**config.mk**
```make
export PLATFORM = sky130hd
export DESIGN_NAME = div_result_queue
export DESIGN_NICKNAME = d
export VERILOG_FILES = /design/src/rtl/div_pkg.sv /design/src/rtl/div_result_fifo.sv /design/src/rtl/div_result_queue.sv
export SDC_FILE = /design/constraint.sdc
export NUM_CORES = 1
export LEC_CHECK = 0
export ABC_AREA = 1
export CAP_MARGIN = 10
export CORE_MARGIN = 10
export CORE_UTILIZATION = 53
export CTS_CLUSTER_DIAMETER = 50
export CTS_CLUSTER_SIZE = 12
export DETAILED_ROUTE_END_ITERATION = 12
export GPL_ROUTABILITY_DRIVEN = 0
export GPL_TIMING_DRIVEN = 0
export HOLD_SLACK_MARGIN = 0.03
export PLACE_DENSITY = 0.79
export SYNTH_ARGS = -nofsm -noshare
export SYNTH_HDL_FRONTEND = slang
export SYNTH_SLANG_ARGS = --single-unit
```
**constraint.sdc**
```tcl
create_clock -name clk -period 4.5 [get_ports clk]
set_input_delay 0.675 -clock clk [delete_from_list [all_inputs] [get_ports clk]]
set_output_delay 0.675 -clock clk [all_outputs]
set_load 0.05 [all_outputs]
```
**src/rtl/div_pkg.sv**
```systemverilog
// Shared types for the SRT divider result queue.
package div_pkg;

    localparam int DIV_PARALLELISM         = 32;
    localparam int DIV_QUEUE_DEPTH_DEFAULT = 4;

    typedef struct packed {
        logic [DIV_PARALLELISM-1:0] quotient;
        logic [DIV_PARALLELISM-1:0] reminder;
        logic                       divzero;
    } div_result_t;

endpackage

```
**src/rtl/div_result_fifo.sv**
```systemverilog
// DEPTH-entry result FIFO with clear; head reads as zero when empty.
module div_result_fifo
    import div_pkg::*;
#(
    parameter int DEPTH = DIV_QUEUE_DEPTH_DEFAULT,
    localparam int AW   = $clog2(DEPTH),
    localparam int CW   = AW + 1
) (
    input  logic          clk,
    input  logic          rst_n,
    input  logic          clear,
    input  logic          wr_en,
    input  div_result_t   wr_data,
    input  logic          rd_en,
    output div_result_t   rd_data,
    output logic          rd_valid,
    output logic [CW-1:0] count
);

    div_result_t   mem_q [DEPTH];
    div_result_t   mem_d [DEPTH];
    logic [AW-1:0] wr_ptr_q, wr_ptr_d;
    logic [AW-1:0] rd_ptr_q, rd_ptr_d;
    logic [CW-1:0] count_q, count_d;

    always_comb begin
        mem_d    = mem_q;
        wr_ptr_d = wr_ptr_q;
        rd_ptr_d = rd_ptr_q;
        count_d  = count_q;
        if (clear) begin
            wr_ptr_d = '0;
            rd_ptr_d = '0;
            count_d  = '0;
        end else begin
            if (wr_en) begin
                mem_d[wr_ptr_q] = wr_data;
                wr_ptr_d        = wr_ptr_q + AW'(1);
            end
            if (rd_en) begin
                rd_ptr_d = rd_ptr_q + AW'(1);
            end
            unique case ({wr_en, rd_en})
                2'b10:   count_d = count_q + CW'(1);
                2'b01:   count_d = count_q - CW'(1);
                default: count_d = count_q;
            endcase
        end
    end

    always_ff @(posedge clk) begin
        if (!rst_n) begin
            wr_ptr_q <= '0;
            rd_ptr_q <= '0;
            count_q  <= '0;
        end else begin
            wr_ptr_q <= wr_ptr_d;
            rd_ptr_q <= rd_ptr_d;
            count_q  <= count_d;
        end
    end

    // Storage needs no reset: the head is masked whenever count is zero.
    always_ff @(posedge clk) begin
        mem_q <= mem_d;
    end

    assign rd_valid = (count_q != '0);
    assign rd_data  = rd_valid ? mem_q[rd_ptr_q] : '0;
    assign count    = count_q;

endmodule

```
**src/rtl/div_result_queue.sv**
```systemverilog
// Divider result queue: launch credit, result capture, drop-on-flush, FIFO drain.
// Optional macro DIV_BY_ZERO_FIX_EN: divide-by-zero entries store all-ones / dividend.
module div_result_queue
    import div_pkg::*;
#(
    parameter int PARALLELISM = DIV_PARALLELISM,
    parameter int DEPTH       = DIV_QUEUE_DEPTH_DEFAULT
) (
    input  logic                   clk,
    input  logic                   rst_n,
    input  logic                   flush,
    input  logic                   launch,
    output logic                   launch_ok,
    input  logic                   res_valid,
    input  logic [PARALLELISM-1:0] res_quotient,
    input  logic [PARALLELISM-1:0] res_reminder,
    input  logic [PARALLELISM-1:0] res_dividend,
    input  logic                   res_divzero,
    output logic                   out_valid,
    input  logic                   out_ready,
    output logic [PARALLELISM-1:0] out_quotient,
    output logic [PARALLELISM-1:0] out_reminder,
    output logic                   out_divzero,
    output logic                   err_protocol
);

    localparam int CW = $clog2(DEPTH) + 1;

    logic          pending_q, pending_d;
    logic          drop_q, drop_d;
    logic          err_q, err_d;
    logic [CW-1:0] count;
    logic          push, pop;
    div_result_t   wr_data;
    div_result_t   head;

    assign launch_ok = !pending_q && !drop_q && (count != CW'(DEPTH));

    always_comb begin
        wr_data.divzero = res_divzero;
`ifdef DIV_BY_ZERO_FIX_EN
        if (res_divzero) begin
            wr_data.quotient = '1;
            wr_data.reminder = res_dividend;
        end else begin
            wr_data.quotient = res_quotient;
            wr_data.reminder = res_reminder;
        end
`else
        wr_data.quotient = res_quotient;
        wr_data.reminder = res_reminder;
`endif
    end

`ifndef DIV_BY_ZERO_FIX_EN
    logic unused_dividend;
    assign unused_dividend = ^res_dividend;
`endif

    assign push = res_valid && pending_q && !drop_q && !flush;
    assign pop  = out_valid && out_ready && !flush;

    always_comb begin
        pending_d = pending_q;
        drop_d    = drop_q;
        err_d     = err_q;
        if (res_valid && pending_q) begin
            pending_d = 1'b0;
            drop_d    = 1'b0;
        end else if (flush && pending_q) begin
            drop_d = 1'b1;
        end
        // Launch is judged against the pre-flush credit.
        if (launch && launch_ok) begin
            pending_d = 1'b1;
        end
        if (launch && !launch_ok) begin
            err_d = 1'b1;
        end
        if (res_valid && !pending_q) begin
            err_d = 1'b1;
        end
    end

    always_ff @(posedge clk) begin
        if (!rst_n) begin
            pending_q <= 1'b0;
            drop_q    <= 1'b0;
            err_q     <= 1'b0;
        end else begin
            pending_q <= pending_d;
            drop_q    <= drop_d;
            err_q     <= err_d;
        end
    end

    div_result_fifo #(
        .DEPTH (DEPTH)
    ) u_fifo (
        .clk      (clk),
        .rst_n    (rst_n),
        .clear    (flush),
        .wr_en    (push),
        .wr_data  (wr_data),
        .rd_en    (pop),
        .rd_data  (head),
        .rd_valid (out_valid),
        .count    (count)
    );

    assign out_quotient = head.quotient;
    assign out_reminder = head.reminder;
    assign out_divzero  = head.divzero;
    assign err_protocol = err_q;

endmodule

```
* After elaboration in Yosys (flattened, before gate mapping)
Index checks and enable logic that the tools add are counted.
Storage, ports and cells: register bits after elaboration 270, input bits 103
Operators by class: add/subtract/negate cells 4, magnitude comparators 3, equal/unequal tests 3, multiplexer cells 12, bitwise logic cells 4, reductions and logical operators 23
Operators with widths (number):
- 260-bit bitwise mux | 1
- 65-bit 2-to-1 mux | 4
- 65-bit binary-select mux with 2-bit select | 1
- 65-bit demux with 2-bit select | 1
- 1-bit logical AND | 12
- 3-bit >= comparator, second input constant | 2
- 2-bit NOT with 3-bit output | 2
- 3-bit one-hot mux with 2 select lines | 1
- 2-bit nonzero test | 3
- 2-bit by 1-bit adder with 2-bit output, second input constant | 2
- 1-bit zero test | 4
- 1-bit 2-to-1 mux | 4
- 2-bit OR reduction | 2
- 3-bit by 1-bit adder with 3-bit output, second input constant | 1
- 3-bit by 1-bit less-than comparator with 1-bit output, second input constant | 1
- 3-bit != test, second input constant | 1
- 3-bit nonzero test | 1
- 3-bit by 1-bit subtractor with 3-bit output, second input constant | 1
- 2-bit by 1-bit equality test with 1-bit output, second input constant | 1
- 2-bit equality test, second input constant | 1
- 1-bit NOT | 2
- 2-bit AND reduction | 1

* Depth between registers and ports, before layout
depth in word-level cells 7, depth in mapped cells 13, mapped depth without buffers 13

* By module
From an unflattened synthesis, not the netlist that was laid out.
Unflattened totals: cell total of the unflattened synthesis 913, area, all modules 10814.1 µm²
By module, submodules not included:
- div_result_fifo | times used 1, cells an instance 890, area each 10665.2 µm², seq. area each 7947.6 µm²
- div_result_queue | times used 1, cells an instance 23, area each 148.9 µm², seq. area each 60.1 µm²

* Worst setup path after synthesis
No wires, ideal clock.
path type input -> register, start point input res_valid, end point register u_fifo.mem_q[0] (netlist name) (enable), arrival time 3.688 ns, setup slack 0.323 ns, stages 4, buffers on the path 0, path through nand2_1 nor2_1 nand2_1 nor2_1
On the way: word-level cells in the longest chain between the ends 4
RTL lines:
- start: declaration | line div_result_queue.sv:14 | input logic res_valid,
- 1-bit logical AND (3 in a row) | line div_result_queue.sv:60 | assign push = res_valid && pending_q && !drop_q && !flush;
- 2-bit AND reduction (no line)
- end signal: assignment | line div_result_fifo.sv:65 | mem_q <= mem_d;
- end: declaration | line div_result_fifo.sv:20 | div_result_t mem_q [DEPTH];
Every way passes these cells. A chain may end at the register's enable or synchronous reset.

* Final worst setup path
start point register u_fifo.rd_ptr_q[0], end point output out_reminder[2]
On the way: word-level cells in the longest chain between the ends 5
RTL lines:
- start: declaration | line div_result_fifo.sv:23 | logic [AW-1:0] rd_ptr_q, rd_ptr_d;
- start signal: assignment | line div_result_fifo.sv:58 | rd_ptr_q <= rd_ptr_d;
- 2-bit NOT with 3-bit output (implied by the code) | line div_result_fifo.sv:69 | assign rd_data = rd_valid ? mem_q[rd_ptr_q] : '0;
- 65-bit binary-select mux with 2-bit select | line div_result_fifo.sv:69
- 65-bit 2-to-1 mux (implied by the code) (2 in a row) | line div_result_fifo.sv:69
- 65-bit 2-to-1 mux | line div_result_fifo.sv:69
- end: declaration | line div_result_queue.sv:22 | output logic [PARALLELISM-1:0] out_reminder,
Every way passes these cells. The select of a mux whose other input is x is not followed.

==> impl_metrics.yaml <==
run_status:
  status: "finished clean"
synthesis:
  synth_flop_cell: "edfxtp_1"
  postSynthAreaPerCell_um2: 12.44
  synth-seq-cells: 270
  synthArstFlopShare: 0
  post_synth_num_cell_types: 19
  synthesis.area_um2: 10630
  yosys-top-cells-area: "edfxtp_1 73%, nor2_1 9.8%, o21ai_0 4.0%, a21oi_1 3.4%, o21ai_1 2.4%"
  synth_fp_nets: 964
  post-synth-top-area-cell: "edfxtp_1"
  seq_area_frac_synth: 0.7531
  synth.top_cell.area_share: 0.7343
  synth_cells: 855
  synth-warning-count: 0
  post-synth-top-count-cell: "nor2_1"
  number_of_enable_type_register_cells_in_the_synthesized_netlist: 260
  synth_common_cells: "278 x nor2_1, 260 x edfxtp_1, 84 x o21ai_0"
layout:
  layoutNonFillerInstCount: 1307
  nets: 1139
  areaGrowthSynthToFinish_pct: 25.26
  final_layout_size_suffix_gt1_frac: 0.07973
detailed_routing:
  vias: 7000
  totalWireLength_mm: 25.55
  drt_drc_violations_left: 0
  drt_pass1_iterations: 5
  vias_per_cell: 5.356
  post_drt_wl_per_cell_um: 19.55
  route.antenna.remaining_nets: 0
  iteration_0_drc_count_of_the_detailed_router: 655
floorplanning:
  placementRows: 51
  area_inside_the_core_boundary_um2: 19590
  dieArea_um2: 26130
  die_w_um: 161.6
  floorplan.die.height_um: 161.6
  start_util: 0.5428
  io_pins: 171
grt:
  grt_start_max_net_pins: 31
  grt.overflow.total: 0
  grt_antenna_before_repair: 1
  grt_pass1_vias: 7308
  grt_util_all_layers: 0.1910
  grt_pass1_wl_mm: 39.74
power:
  max-vdd-ir-drop_v: 0.0002874
  power-per-cell-area_nw_per_um2: 380.9
  power.static_leakage_nw: 4.540
setup_path:
  worstSetupStartpointType: "flop"
  timing.critical_path.arrival_ns: 2.80
  critPathMostFrequentCell: "buf_4"
  critical-path-slowest-cell: "clkdlybuf4s50_1"
  worst-endpoint-required_ns: 3.83
  endpoint_kind: "primary output"
  path_class: "flop to primary output"
  worst-path-max-fanout: 10
  critical_path_cell_sequence: "buf_4 > inv_4 > buf_4 > clkbuf_2 > o21ai_1 > a21oi_1 > clkdlybuf4s50_1"
  cpPeakStageDelay_ns: 0.86
cts:
  numCtsBuffers: 27
  cts_root_buf: "clkbuf_16"
  postCtsResizedCells: 0
  cts_buffer_depth: 3
  cts-hold-fix-buffers: 0
  cts_max_level: 1
  clkSinkCount: 270
  clock_tree_from_tritoncts: "built"
  insertion_delay_ns: 0.52
  clk_pin_slew_worst_paths_ns: 0.05
  post_cts_buffers: 0
placed_design:
  total_instance_count_after_detailed_placement: 1266
  dp_hpwl_mm: 16.60
  portBuffers: 138
sta:
  finalCritPeriodShare: 0.7729
  finalSetupTns_ns: 0
  max_slew.worst_pin.slew_ns: 0.6797
  finalMaxSlewViolations: 0
  fmax_mhz: 287.5
  grt_setup_unrepaired: "no"
  min_period_ns: 3.478
  timing.clock.skew_ns: 0.01145
  finalHoldViolations: 0
  timing.slew.headroom: 0.5458
  setup_viol: 0
flow_run:
  max-cap-violations: 0
min_path:
  holdCritPathClass: "flop to flop"
[sequential cells by signal (all words and copies together) (netlist names)]
register / count
u_fifo.count: 3
u_fifo.rd_ptr_q: 2
drop_q: 1
err_protocol: 1
u_fifo.mem_q: 260
pending_q: 1
u_fifo.wr_ptr_q: 2
[final cells by class]
cell class | count | area (µm²)
clock buffer | 36 | 709.4
multi-input combinational | 511 | 2270
fill | 1405 | 6271
clock inverter | 4 | 71.32
tap | 265 | 331.6
buffer | 51 | 296.5
inverter | 23 | 88.84
antenna | 1 | 2.502
sequential | 270 | 8008
timing repair buffer | 146 | 1541
[critical path, delay by kind of cell (launching register included)]
kind / cells / cell delay, ns
buffers and inverters: 5 / 1.60
AOI/OAI and AO/OA: 2 / 0.37
DFF: 1 / 0.30
[per-stage QoR]
step / util / cell area (µm²) / hold slack, ns / total power [mW] / setup WS [ns]
finish: 0.6799 / 13320 / 0.5022 / 5.073 / 1.022
global route: 0.6798 / 13320 / 0.5290 / 5.234 / 0.8418
CTS: 0.6798 / 13320 / 0.5049 / 5.105 / 0.9918
detailed placement: 0.6399 / 12540 / 0.4912 / 3.085 / 1.530
global placement: 0.6302 / 12350 / 0.4815 / 3.077 / -2.429
floorplan: - / 10630 / 0.4591 / 2.944 / 0.3229
[routing by layer]
metal  vias to the layer above  global-route usage  wire [µm]
met5                         -                   0          0
met4                         0             0.03474        363
met3                        33             0.03737       1705
met2                       241              0.3352      13060
met1                      3381              0.2427      10420
li1                       3345                   -          -
[cells in the final DEF, fill, tap and decap left out, drive strengths merged]
| cell type | netlist | routed |
|---|---|---|
| fa | 1 | 1 |
| diode | 0 | 1 |
| nand2 | 18 | 18 |
| edfxtp | 260 | 260 |
| inv | 23 | 23 |
| nor2 | 278 | 278 |
| ha | 5 | 5 |
| clkdlybuf4s50 | 0 | 138 |
| clkinv | 0 | 1 |
| a21oi | 72 | 72 |
| buf | 34 | 42 |
| o21ai | 134 | 134 |
| bufinv | 0 | 2 |
| clkbuf | 17 | 53 |
| dfxtp | 10 | 10 |
| clkinvlp | 0 | 1 |
| nand3 | 3 | 3 |
[where the power goes]
part	switching [mW]	internal [mW]
registers	0.00575	2.77
clock network	0.840	1.20
logic	0.151	0.101
[final timing paths]
path | start | end | slack, ns | cells after the start
worst max-delay path | u_fifo.rd_ptr_q[0] | out_reminder[2] | 1.02 | 7
worst max register to register | pending_q | u_fifo.mem_q[212] | 2.35 | 6
worst min-delay path | drop_q | drop_q | 0.50 | 2
worst min register to register | drop_q | drop_q | 0.50 | 2
[logic make-up after synthesis]
family / Yosys count / share of synthesized area
adder cells (fa/ha/maj): 6 / 0.007767
AO/OA/AOI/OAI: 206 / 0.09696
flip-flops: 270 / 0.7531
buffers and inverters: 74 / 0.03624
AND/OR/NAND/NOR: 299 / 0.1059
Note: power is estimated with default switching activity, not from simulation.
